### config.mk
export PLATFORM = sky130hd
export DESIGN_NAME = fetch_buffer
export DESIGN_NICKNAME = d
export VERILOG_FILES = /design/src/rtl/rv32i_types.sv /design/src/rtl/circ_queue.sv /design/src/rtl/fetch_buffer.sv
export SDC_FILE = /design/constraint.sdc
export NUM_CORES = 1
export LEC_CHECK = 0
export CAP_MARGIN = 30
export CORE_AREA = 2 2 141 281
export DETAILED_ROUTE_END_ITERATION = 8
export DIE_AREA = 0 0 143 283
export PLACE_DENSITY = 0.89
export SLEW_MARGIN = 20
export SYNTH_ARGS = -nofsm -noshare
export SYNTH_HDL_FRONTEND = slang
export SYNTH_SLANG_ARGS = --single-unit
### constraint.sdc
create_clock -name clk_i -period 17.65 [get_ports clk_i]
set_clock_uncertainty 0.1 [all_clocks]
set_input_delay 3.53 -clock clk_i [delete_from_list [all_inputs] [get_ports clk_i]]
set_output_delay 3.53 -clock clk_i [all_outputs]
set_load 0.01 [all_outputs]
### src/rtl/rv32i_types.sv
// rtl/rv32i_types.sv - shared front-end types for the fetch path
//
// Purpose: types and constants shared by the instruction-fetch front end.
//   fetch_state_t : request tracking state of the fetch buffer.
//   fetch_entry_t : one queued {pc, inst} pair at the default 32-bit XLEN.
//   IMEM_RMASK_WORD : byte mask presented while a word fetch is outstanding.
package rv32i_types;

    typedef enum logic [1:0] {
        IDLE = 2'd0,    // no request outstanding
        WAIT = 2'd1,    // request outstanding, response will be kept
        DROP = 2'd2     // stale request outstanding, response will be discarded
    } fetch_state_t;

    typedef struct packed {
        logic [31:0] pc;
        logic [31:0] inst;
    } fetch_entry_t;

    localparam logic [3:0] IMEM_RMASK_WORD = 4'hF;

endpackage

### src/rtl/circ_queue.sv
// rtl/circ_queue.sv - circular queue with flush, parametrised on depth and entry type
//
// Purpose: DEPTH-entry FIFO built on a storage array with wrapping head/tail
// pointers. Flush empties the queue and takes priority over enqueue/dequeue.
// Ports:
//   clk_i, rst_ni   clock, asynchronous active-low reset
//   flush_i         drop all entries, pointers back to 0
//   enq_i           write enq_data_i at the tail (caller guarantees space or a same-cycle dequeue)
//   enq_data_i      entry to write
//   deq_i           pop the head entry (caller guarantees the queue is not empty)
//   head_data_o     head entry, all zeros while the queue is empty
//   count_o         number of occupied entries, 0..DEPTH
module circ_queue #(
    parameter int  DEPTH   = 8,
    parameter type entry_t = logic [63:0]
) (
    input  logic                     clk_i,
    input  logic                     rst_ni,
    input  logic                     flush_i,
    input  logic                     enq_i,
    input  entry_t                   enq_data_i,
    input  logic                     deq_i,
    output entry_t                   head_data_o,
    output logic [$clog2(DEPTH):0]   count_o
);

    localparam int PTR_W = $clog2(DEPTH);

    entry_t             mem [DEPTH];
    logic [PTR_W-1:0]   head_q;
    logic [PTR_W-1:0]   tail_q;
    logic [PTR_W:0]     count_q;

    // Pointers are exactly log2(DEPTH) bits, so +1 wraps modulo DEPTH for free.
    always_ff @(posedge clk_i or negedge rst_ni) begin
        if (!rst_ni) begin
            head_q  <= '0;
            tail_q  <= '0;
            count_q <= '0;
        end else if (flush_i) begin
            head_q  <= '0;
            tail_q  <= '0;
            count_q <= '0;
        end else begin
            if (enq_i) begin
                tail_q <= tail_q + 1'b1;
            end
            if (deq_i) begin
                head_q <= head_q + 1'b1;
            end
            case ({enq_i, deq_i})
                2'b10:   count_q <= count_q + 1'b1;
                2'b01:   count_q <= count_q - 1'b1;
                default: count_q <= count_q;
            endcase
        end
    end

    // Storage needs no reset: nothing is read out unless count_q says it was written.
    // When full with a same-cycle dequeue, tail == head; the head is read from the
    // old contents this cycle and overwritten at the edge, which is the intended order.
    always_ff @(posedge clk_i) begin
        if (enq_i && !flush_i) begin
            mem[tail_q] <= enq_data_i;
        end
    end

    assign head_data_o = (count_q != '0) ? mem[head_q] : '0;
    assign count_o     = count_q;

endmodule

### src/rtl/fetch_buffer.sv
// rtl/fetch_buffer.sv - instruction-fetch front end with one-outstanding imem request and decode queue
//
// Purpose: owns the PC, issues word reads on imem one at a time and queues the
// returned {pc, inst} pairs for decode. A redirect flushes the queue and turns
// any in-flight fetch into a stale one whose response is discarded.
// Ports:
//   clk_i, rst_ni         clock, asynchronous active-low reset
//   imem_addr_o           fetch address, held from issue through the response cycle
//   imem_rmask_o          4'hF while a request is outstanding, else 4'h0
//   imem_rdata_i          instruction word, qualified by imem_resp_i
//   imem_resp_i           single-cycle response strobe
//   redirect_i            flush request, single cycle
//   redirect_pc_i         new PC, low two bits ignored
//   deq_valid_o           head entry valid (masked during a redirect)
//   deq_ready_i           decode accepts the head entry
//   deq_pc_o, deq_inst_o  head entry
//   count_o               occupied queue entries
module fetch_buffer
    import rv32i_types::*;
#(
    parameter int               DEPTH    = 8,
    parameter int               XLEN     = 32,
    parameter logic [XLEN-1:0]  RESET_PC = 32'h1ECE_B000
) (
    input  logic                       clk_i,
    input  logic                       rst_ni,
    output logic [XLEN-1:0]            imem_addr_o,
    output logic [3:0]                 imem_rmask_o,
    input  logic [XLEN-1:0]            imem_rdata_i,
    input  logic                       imem_resp_i,
    input  logic                       redirect_i,
    input  logic [XLEN-1:0]            redirect_pc_i,
    output logic                       deq_valid_o,
    input  logic                       deq_ready_i,
    output logic [XLEN-1:0]            deq_pc_o,
    output logic [XLEN-1:0]            deq_inst_o,
    output logic [$clog2(DEPTH):0]     count_o
);

    localparam int CNT_W = $clog2(DEPTH) + 1;

    typedef struct packed {
        logic [XLEN-1:0] pc;
        logic [XLEN-1:0] inst;
    } entry_t;

    fetch_state_t       state_q;
    logic [XLEN-1:0]    pc_q;
    logic [XLEN-1:0]    addr_q;
    logic [3:0]         rmask_q;

    logic [CNT_W-1:0]   count_q;
    logic [XLEN-1:0]    redirect_pc_aligned;
    logic               has_space;
    logic               enq;
    logic               deq_fire;
    entry_t             enq_data;
    entry_t             head_data;

    assign redirect_pc_aligned = redirect_pc_i & ~XLEN'(3);

    // Issue only while a slot is free; with a single outstanding request this
    // reserves room for the response, so a kept response can never overflow.
    assign has_space = (count_q < CNT_W'(DEPTH));

    // A same-cycle redirect wins over the response: it is dropped, not queued.
    assign enq      = (state_q == WAIT) && imem_resp_i && !redirect_i;
    assign enq_data = '{pc: addr_q, inst: imem_rdata_i};

    assign deq_valid_o = (count_q != '0) && !redirect_i;
    assign deq_fire    = deq_valid_o && deq_ready_i;

    always_ff @(posedge clk_i or negedge rst_ni) begin
        if (!rst_ni) begin
            state_q <= IDLE;
            pc_q    <= RESET_PC;
            addr_q  <= RESET_PC;
            rmask_q <= 4'h0;
        end else begin
            case (state_q)
                IDLE: begin
                    if (redirect_i) begin
                        pc_q <= redirect_pc_aligned;
                    end else if (has_space) begin
                        addr_q  <= pc_q;
                        rmask_q <= IMEM_RMASK_WORD;
                        state_q <= WAIT;
                    end
                end
                WAIT: begin
                    if (redirect_i) begin
                        pc_q <= redirect_pc_aligned;
                        if (imem_resp_i) begin
                            rmask_q <= 4'h0;
                            state_q <= IDLE;
                        end else begin
                            // addr/rmask stay up until the stale response returns
                            state_q <= DROP;
                        end
                    end else if (imem_resp_i) begin
                        pc_q    <= pc_q + XLEN'(4);
                        rmask_q <= 4'h0;
                        state_q <= IDLE;
                    end
                end
                DROP: begin
                    if (redirect_i) begin
                        pc_q <= redirect_pc_aligned;
                    end
                    if (imem_resp_i) begin
                        rmask_q <= 4'h0;
                        state_q <= IDLE;
                    end
                end
                default: begin
                    rmask_q <= 4'h0;
                    state_q <= IDLE;
                end
            endcase
        end
    end

    circ_queue #(
        .DEPTH   (DEPTH),
        .entry_t (entry_t)
    ) u_queue (
        .clk_i       (clk_i),
        .rst_ni      (rst_ni),
        .flush_i     (redirect_i),
        .enq_i       (enq),
        .enq_data_i  (enq_data),
        .deq_i       (deq_fire),
        .head_data_o (head_data),
        .count_o     (count_q)
    );

    assign imem_addr_o  = addr_q;
    assign imem_rmask_o = rmask_q;
    assign deq_pc_o     = head_data.pc;
    assign deq_inst_o   = head_data.inst;
    assign count_o      = count_q;

endmodule

==> results of run 1 <==
[where the power goes]
part           total (mW)  switching, mW  internal [mW]
registers            1.89          0.209           1.68
clock network        1.05          0.470          0.580
logic                1.28          0.607          0.669
total                4.21           1.29           2.93
[per-layer routing]
| metal | wire length, um | up-vias |
|---|---|---|
| li1 | - | 5156 |
| met1 | 17900 | 6253 |
| met2 | 25500 | 618 |
| met3 | 3720 | 83 |
| met4 | 1070 | 0 |
| met5 | 0 | - |
[flip-flops by register name, indices dropped and copies added, names as in the netlist]
name,flops
u_queue.tail_q,3
imem_rmask_o,1
u_queue.mem,496
imem_addr_o,30
u_queue.count_o,4
pc_q,30
u_queue.head_q,3
state_q,2
[final timing paths]
| path | startpoint | to | slack (ns) | depth (start not counted) |
|---|---|---|---|---|
| max | redirect_i | deq_valid_o | 8.82 | 3 |
| min | pc_q[15] | pc_q[15] | 0.44 | 1 |
| max reg2reg | state_q[1] | u_queue.mem[6][28] | 13.95 | 7 |
| min reg2reg | pc_q[15] | pc_q[15] | 0.44 | 1 |
| max in group asynchronous | rst_ni | imem_addr_o[26] | 14.04 | 3 |
| min in group asynchronous | rst_ni | pc_q[14] | 2.80 | 2 |
[cells in the final DEF (no fill, tap or decap), types with 3 or more instances in the layout]
cell / instances
a21oi_1: 36
a2bb2oi_1: 12
a31oi_1: 4
and2_1: 6
and3_1: 3
buf_16: 6
buf_4: 23
bufinv_16: 4
clkbuf_1: 6
clkbuf_16: 49
clkdlybuf4s50_1: 166
clkinv_1: 7
clkinv_2: 11
clkinvlp_4: 3
conb_1: 4
dfrtp_1: 46
dfrtp_4: 3
dfstp_2: 24
edfxtp_1: 496
ha_1: 9
inv_1: 7
inv_6: 3
mux2_2: 30
mux2i_1: 68
mux4_2: 124
nand2_1: 33
nand3_1: 28
nand4_1: 9
nor2_1: 90
nor2_4: 6
nor3_1: 8
nor3_2: 4
o21ai_0: 17
o22ai_1: 15
or3_1: 5
xor2_1: 5
[synthesized netlist by cell type, types with 2 or more instances]
| master | n |
|---|---|
| nor3b_1 | 2 |
| nand2_1 | 33 |
| ha_1 | 9 |
| inv_1 | 7 |
| a21oi_1 | 36 |
| dfrtp_1 | 49 |
| and2_1 | 6 |
| and3_1 | 3 |
| mux2_2 | 30 |
| or3_1 | 5 |
| nor2_1 | 96 |
| buf_1 | 7 |
| a2bb2oi_1 | 12 |
| buf_4 | 8 |
| a31oi_1 | 4 |
| nor3_1 | 11 |
| edfxtp_1 | 496 |
| clkbuf_1 | 39 |
| nand4_2 | 2 |
| nor4_1 | 2 |
| a21o_1 | 2 |
| buf_2 | 21 |
| xor2_1 | 5 |
| nand2b_1 | 2 |
| and4_1 | 2 |
| or4_1 | 2 |
| nand4_1 | 9 |
| o311a_1 | 2 |
| xnor2_1 | 2 |
| mux2i_1 | 68 |
| mux4_2 | 124 |
| nand3_1 | 28 |
| o22ai_1 | 15 |
| dfstp_2 | 24 |
| o21ai_0 | 17 |
[metrics by stage]
step / cells / util / power [mW] / hold slack [ns] / setup slack (ns)
finish: 1933 / 0.697 / 4.21 / 0.436 / 8.82
global route: 1933 / 0.697 / 4.39 / 0.443 / 8.77
CTS: 1928 / 0.694 / 4.23 / 0.436 / 8.85
detailed placement: 1839 / 0.654 / 3.18 / 0.426 / 8.87
global placement: 1835 / 0.651 / 3.11 / 0.410 / 8.96
floorplan: 1201 / - / 2.60 / 0.392 / 8.41
[cells by family after synthesis]
group,share of synthesized area
other,0.000165
DFF,0.736
and+or+nand+nor,0.0454
buffers and inverters,0.0160
xor gates and xnor gates,0.00341
adders and majority gates,0.00495
AOI/OAI and AO/OA,0.0264
muxes,0.167
[layout make-up]
type | instances | share of cell area
clock buffer | 57 | 0.0477
clock inverter | 32 | 0.0106
inverter | 7 | 0.000982
multi-input combinational | 550 | 0.214
sequential | 569 | 0.626
tap | 520 | 0.0243
timing repair buffer | 198 | 0.0762
==> impl_metrics.ini, run 1 <==
[grt]
track_usage = 0.241
overflow = 0
grt_max_degree = 74
grt_pass1_vias = 12450
grtUsageMet2 = 0.414
met1_usage = 0.323
global_route.usage.met3 = 0.0360
antenna_found_initial = 0
grt.busiest_layer = met2
grt_pass1_wl_mm = 73.1

[clocking]
clockBufferDepth = 3
postCtsHoldBufs = 0
postCtsSetupBuffers = 0
clkTransAtPathRegs_ns = 0.07
cts_buffers = 48
worstSkewPairLatency_ns = 0.57
clock_sinks = 569
cts_root_buf = clkbuf_16
post_cts_resized = 0
cts_tree = built
htreeDepth = 2

[die]
row_count = 102
io_pins = 174
die_width_um = 143
start_util = 0.592
die_h_um = 283
core_area_um2 = 38400
dieArea_um2 = 40500

[cells_and_area]
multi_input_comb_area_um2 = 5730
fin_area_um2 = 26800
nFillCells = 2306
drive_gt1_frac = 0.218
finalNetCount = 1452
register_area_um2 = 16800
diodes = 0
area_growth_pct = 17.6

[power_and_ir_drop]
power.density_nw_per_um2 = 157
cellLeakagePower_nw = 8.50
peakVddDrop_mv = 0.117

[sta]
slew_headroom = 0.393
slew_violations = 0
setup_violations = 0
min_period_ns = 8.83
hold_violations = 0
rsz0062_at_grt = false
max_freq_ghz = 0.113
tightest_slew_ns = 0.910
timing.setup.tns_ns = 0
period_share = 0.500

[worst_setup_path]
path_common_cell = clkdlybuf4s50_1
required_ns = 14.02
cpPeakStageDelay_ns = 0.85
cp.arrival_ns = 5.20
endpoint_kind = output port
timing.critical_path.buf_inv = 2
critical_path.top_delay_family = buffers and inverters
startpoint_type = input port
crit_fanout = 19
crit_chain = clkdlybuf4s50_1 > nor2_1 > clkdlybuf4s50_1
crit_slowest_cell = clkdlybuf4s50_1
crit_type = input port to output port

[outcome]
status = completed

[synthesis]
ys_warn_count = 0
synthTopCellsByArea = edfxtp_1 (65%), mux4_2 (12%), dfrtp_1 (5.4%), mux2i_1 (3.0%), dfstp_2 (2.8%)
avgSynthCellArea_um2 = 19.0
yosysTopAreaCell = edfxtp_1
netlist_area_um2 = 22800
synth.distinct_cells = 53
yosysSeqAreaShare = 0.736
synth_cells = 1198
synthArstFlopShare = 0.128
ys.flop_type = edfxtp_1
ys_seq_elements = 569
yosysTopAreaCellShare = 0.655
synth-edff-count = 496

[drt]
num_vias = 12110
drc_errors = 0
drtPass1Iterations = 5
postRouteAntennaNets = 0
via_per_inst = 6.26
wl_mm = 48.2
drt_iter0_markers = 1223
wl_per_cell_um = 25.0

[placed_design]
dpl_cell_area_um2 = 25100
place_congestion = 0.844
dpl.hpwl_mm = 27.7
io_buffers = 167

[run]
drv_cap = 0

[worst_hold_path]
holdCritPathClass = flop to flop
No activity file was read; power rests on OpenSTA's default activity.
==> run 2, diff against run 1 <==
--- a/config.mk
+++ b/config.mk
@@ -6,10 +6,10 @@
 export NUM_CORES = 1
 export LEC_CHECK = 0
 export CAP_MARGIN = 30
-export CORE_AREA = 2 2 141 281
+export CORE_AREA = 2 2 150 299
 export DETAILED_ROUTE_END_ITERATION = 8
-export DIE_AREA = 0 0 143 283
-export PLACE_DENSITY = 0.89
+export DIE_AREA = 0 0 152 301
+export PLACE_DENSITY = 0.83
 export SLEW_MARGIN = 20
 export SYNTH_ARGS = -nofsm -noshare
 export SYNTH_HDL_FRONTEND = slang
==> constraint.sdc (replaced) <==
create_clock -name clk_i -period 8.1 [get_ports clk_i]
set_clock_uncertainty 0.1 [all_clocks]
set_input_delay 1.62 -clock clk_i [delete_from_list [all_inputs] [get_ports clk_i]]
set_output_delay 1.62 -clock clk_i [all_outputs]
set_load 0.01 [all_outputs]
==> impl_metrics.ini, run 2 (synthesis gave the netlist of run 1 again) <==
[worst_setup_path]
r2r_start = state_q[1]
startpoint_type = flop
ff2ff_path_depth = 7
cp.arrival_ns = 3.20
r2r-end = u_queue.mem[0][27]
crit_fanout = 82
worstSetupStartpoint = u_queue.head_q[0]
reg2reg_slack_ns = 4.61
endpoint_kind = output port
required_ns = 6.38
crit_type = flop to output port

[power_and_ir_drop]
sw_frac_of_total = 0.304
peakVddDrop_mv = 0.324
cellLeakagePower_nw = 8.50
power.density_nw_per_um2 = 343
p_clk_frac = 0.251
combPwrFrac = 0.305
internal_power_mw = 6.39
p_sw_mw = 2.80
seqPwrFrac = 0.444

[clocking]
clockBufferDepth = 3
worstSkewPairLatency_ns = 0.55
clock_sinks = 569
postCtsSetupBuffers = 0
cts_buffers = 47
htreeDepth = 2
post_cts_resized = 0
cts_tree = built
cts_root_buf = clkbuf_16
clkTransAtPathRegs_ns = 0.07
postCtsHoldBufs = 0

[drt]
wl_met1_mm = 18.3
drtPass1Iterations = 5
highest_layer = met4
num_vias = 11857
postRouteAntennaNets = 0
drc_errors = 0
wl_mm = 49.2
dr_wl_met2_mm = 27.1
wl_per_cell_um = 25.1
drt_iter0_markers = 895
wl_met3_mm = 2.25
via_per_inst = 6.06

[cells_and_area]
nFillCells = 3012
drive_gt1_frac = 0.214
finalNetCount = 1449
largest_register_ffs = 496
area_growth_pct = 17.7
final_cell_mix = edfxtp_1 (496), clkdlybuf4s50_1 (166), mux4_2 (124), nor2_1 (90), mux2i_1 (68)
diodes = 0
top_register = u_queue.mem
fin_util = 0.617
layout_commonest_cell = edfxtp_1

[placed_design]
place_congestion = 0.880
dpl.hpwl_mm = 28.0
place_ws_ns = 2.95
io_buffers = 167

[die]
die_width_um = 152
start_util = 0.525
dieArea_um2 = 45800
die_h_um = 301
row_count = 108
io_pins = 174
core_area_um2 = 43400

[sta]
tightest_slew_ns = 0.983
slew_headroom = 0.345
setup_violations = 0
hold_violations = 0
max_freq_ghz = 0.203
timing.setup.tns_ns = 0
min_period_ns = 4.92
fin_ws_ns = 3.18
period_share = 0.607
slew_violations = 0
rsz0062_at_grt = false

[run]
drv_cap = 0

[worst_hold_path]
holdCritPathClass = flop to flop
min_from = pc_q[27]
worstHoldEndpoint = pc_q[27]
hold_depth = 1

[grt]
grt_pass1_vias = 12565
grt_pass1_wl_mm = 74.3
track_usage = 0.215
grt_max_degree = 83
overflow = 0
antenna_found_initial = 0

[outcome]
status = completed
==> run 2: per-layer routing <==
layer | global-route usage | vias to the layer above
met5 | 0 | -
met4 | 0.0748 | 0
met3 | 0.0232 | 84
met2 | 0.405 | 429
met1 | 0.256 | 6193
li1 | - | 5151
==> run 2: worst max path at each step <==
stage                    endpoint  slack (ns)
3_3_place_gp   u_queue.mem[6][29]        3.01
3_5_place_dp   u_queue.mem[6][25]        2.95
2_1_floorplan   u_queue.mem[0][0]        0.77
6_report           deq_inst_o[11]        3.18
4_1_cts            deq_inst_o[11]        2.55
5_1_grt            deq_inst_o[11]        2.99
==> run 2: through the flow <==
stage	total power, mW	hold WS [ns]	area, um2	std cells
floorplan	5.66	0.392	22800	1201
global placement	6.88	0.414	25100	1866
detailed placement	6.97	0.420	25100	1867
CTS	9.28	0.430	26700	1953
global route	9.61	0.449	26800	1958
finish	9.19	0.427	26800	1958
==> run 2: area by class of cell <==
class                           instances  area, um2  share of cell area
Clock buffer                           59       1290              0.0484
Clock inverter                         27        275              0.0103
Inverter                                7       26.3            0.000981
Multi-Input combinational cell        550       5730               0.214
Sequential cell                       569      16800               0.626
Tap cell                              550        688              0.0257
Timing Repair Buffer                  196       2000              0.0747
==> run 2: critical path, cell delays in order, from the launching register on <==
cell	delay, ns
dfrtp_4	0.60
buf_12	0.56
mux4_2	0.60
mux2i_1	0.22
nor2_1	0.07
clkdlybuf4s50_1	0.52
==> run 2: power groups by stage <==
stage          sequential [mW]  combinational, mW  clock, mW
4_1_cts                   4.13               2.79       2.36
3_5_place_dp              4.19               2.78          0
3_3_place_gp              4.15               2.73          0
6_report                  4.08               2.80       2.31
5_1_grt                   4.13               3.02       2.46
2_1_floorplan             3.99               1.68          0
==> run 3, diff against run 2 <==
--- a/config.mk
+++ b/config.mk
@@ -6,10 +6,10 @@
 export NUM_CORES = 1
 export LEC_CHECK = 0
 export CAP_MARGIN = 30
-export CORE_AREA = 2 2 150 299
+export CORE_AREA = 2 2 144 286
 export DETAILED_ROUTE_END_ITERATION = 8
-export DIE_AREA = 0 0 152 301
-export PLACE_DENSITY = 0.83
+export DIE_AREA = 0 0 146 288
+export PLACE_DENSITY = 0.86
 export SLEW_MARGIN = 20
 export SYNTH_ARGS = -nofsm -noshare
 export SYNTH_HDL_FRONTEND = slang
==> constraint.sdc (replaced) <==
create_clock -name clk_i -period 5.1 [get_ports clk_i]
set_clock_uncertainty 0.1 [all_clocks]
set_input_delay 1.02 -clock clk_i [delete_from_list [all_inputs] [get_ports clk_i]]
set_output_delay 1.02 -clock clk_i [all_outputs]
set_load 0.01 [all_outputs]
==> impl_metrics.ini, run 3 (synthesis gave the netlist of run 1 again) <==
[sta]
setup_violations = 0
tightest_slew_ns = 0.854
slew_headroom = 0.431
rsz0062_at_grt = false
min_period_ns = 4.34
slew_violations = 0
whs_ns = 0.251
max_freq_ghz = 0.231
timing.setup.tns_ns = 0
period_share = 0.851
hold_violations = 0

[grt]
antenna_found_initial = 2
grt_max_degree = 74
grt_pass1_wl_mm = 73.2
overflow = 0
grt_pass1_vias = 12457
track_usage = 0.232

[drt]
num_vias = 11896
drc_errors = 0
postRouteAntennaNets = 0
wl_met3_mm = 2.56
highest_layer = met4
wl_per_cell_um = 25.2
dr_wl_met2_mm = 26.8
drt_iter0_markers = 949
wl_met1_mm = 17.5
via_per_inst = 6.14
wl_mm = 48.8
drtPass1Iterations = 5

[placed_design]
place_congestion = 0.890
dpl.hpwl_mm = 28.3
io_buffers = 167
place_inst = 1846

[worst_setup_path]
required_ns = 3.98
r2r_start = state_q[1]
crit_type = flop to output port
worstSetupStartpoint = u_queue.head_q[0]
startpoint_type = flop
crit_fanout = 23
endpoint_kind = output port
cp.arrival_ns = 3.22

[run]
drv_cap = 0

[cells_and_area]
layout_commonest_cell = edfxtp_1
largest_register_ffs = 496
top_register = u_queue.mem
fin_util = 0.670
final_cells = 1937
area_growth_pct = 18.0
finalNetCount = 1446
final_cell_mix = edfxtp_1 (496), clkdlybuf4s50_1 (166), mux4_2 (124), nor2_1 (90), mux2i_1 (68)
drive_gt1_frac = 0.211

[clocking]
clkTransAtPathRegs_ns = 0.07
clock_sinks = 569
cts_buffers = 46
clockBufferDepth = 3
worstSkewPairLatency_ns = 0.55
htreeDepth = 2
cts_root_buf = clkbuf_16
cts_tree = built
post_cts_resized = 0
postCtsHoldBufs = 0
postCtsSetupBuffers = 0

[power_and_ir_drop]
power_mw = 14.8
peakVddDrop_mv = 0.530
cellLeakagePower_nw = 8.48
power.density_nw_per_um2 = 549

[die]
row_count = 104
core_area_um2 = 40100
die_width_um = 146
io_pins = 174
die_h_um = 288
dieArea_um2 = 42000
start_util = 0.568

[worst_hold_path]
holdCritPathClass = input port to async pin

[outcome]
status = completed
==> run 3: layout make-up <==
class,instances,area (um2)
clock inverters,28,320
flip-flops and latches,569,16800
diodes,2,5.00
multi-input cells,550,5740
well taps,530,663
fillers,2646,13200
inverters,7,26.3
repair buffers,194,2070
clock buffers,57,1280
==> run 3: metrics by stage <==
step / setup slack [ns] / instance area [um2]
2_1_floorplan: 0.0292 / 22800
3_3_place_gp: 1.22 / 25200
4_1_cts: 0.669 / 26800
6_report: 0.762 / 26900
3_5_place_dp: 1.15 / 25200
5_1_grt: 0.575 / 26900
==> run 3: worst max-delay path, stage by stage (launching register included) <==
cell	delay, ns
dfrtp_4	0.75
buf_4	0.49
mux4_2	0.57
mux2i_1	0.27
nor2_1	0.07
clkdlybuf4s50_1	0.49
==> run 3: metal layers <==
metal | vias to the layer above | track usage
met5 | - | 0
met4 | 0 | 0.0978
met3 | 108 | 0.0303
met2 | 523 | 0.424
met1 | 6120 | 0.278
li1 | 5145 | -
==> run 3: final timing paths <==
| kind | slack, ns | depth (start not counted) | endpoint |
|---|---|---|---|
| worst max register to register | 1.91 | 6 | u_queue.mem[2][26] |
| worst min-delay path | 0.25 | 1 | pc_q[14] |
| min in group clk_i | 0.43 | 1 | pc_q[28] |
| max in group asynchronous | 4.01 | 2 | imem_addr_o[27] |
| worst min register to register | 0.43 | 1 | pc_q[28] |
| worst max-delay path | 0.76 | 5 | deq_inst_o[7] |
==> run 3: report_power, final <==
part           switching (mW)  total (mW)  internal [mW]
sequential              0.714        6.52           5.80
combinational            2.18        4.52           2.34
clock                    1.57        3.71           2.14
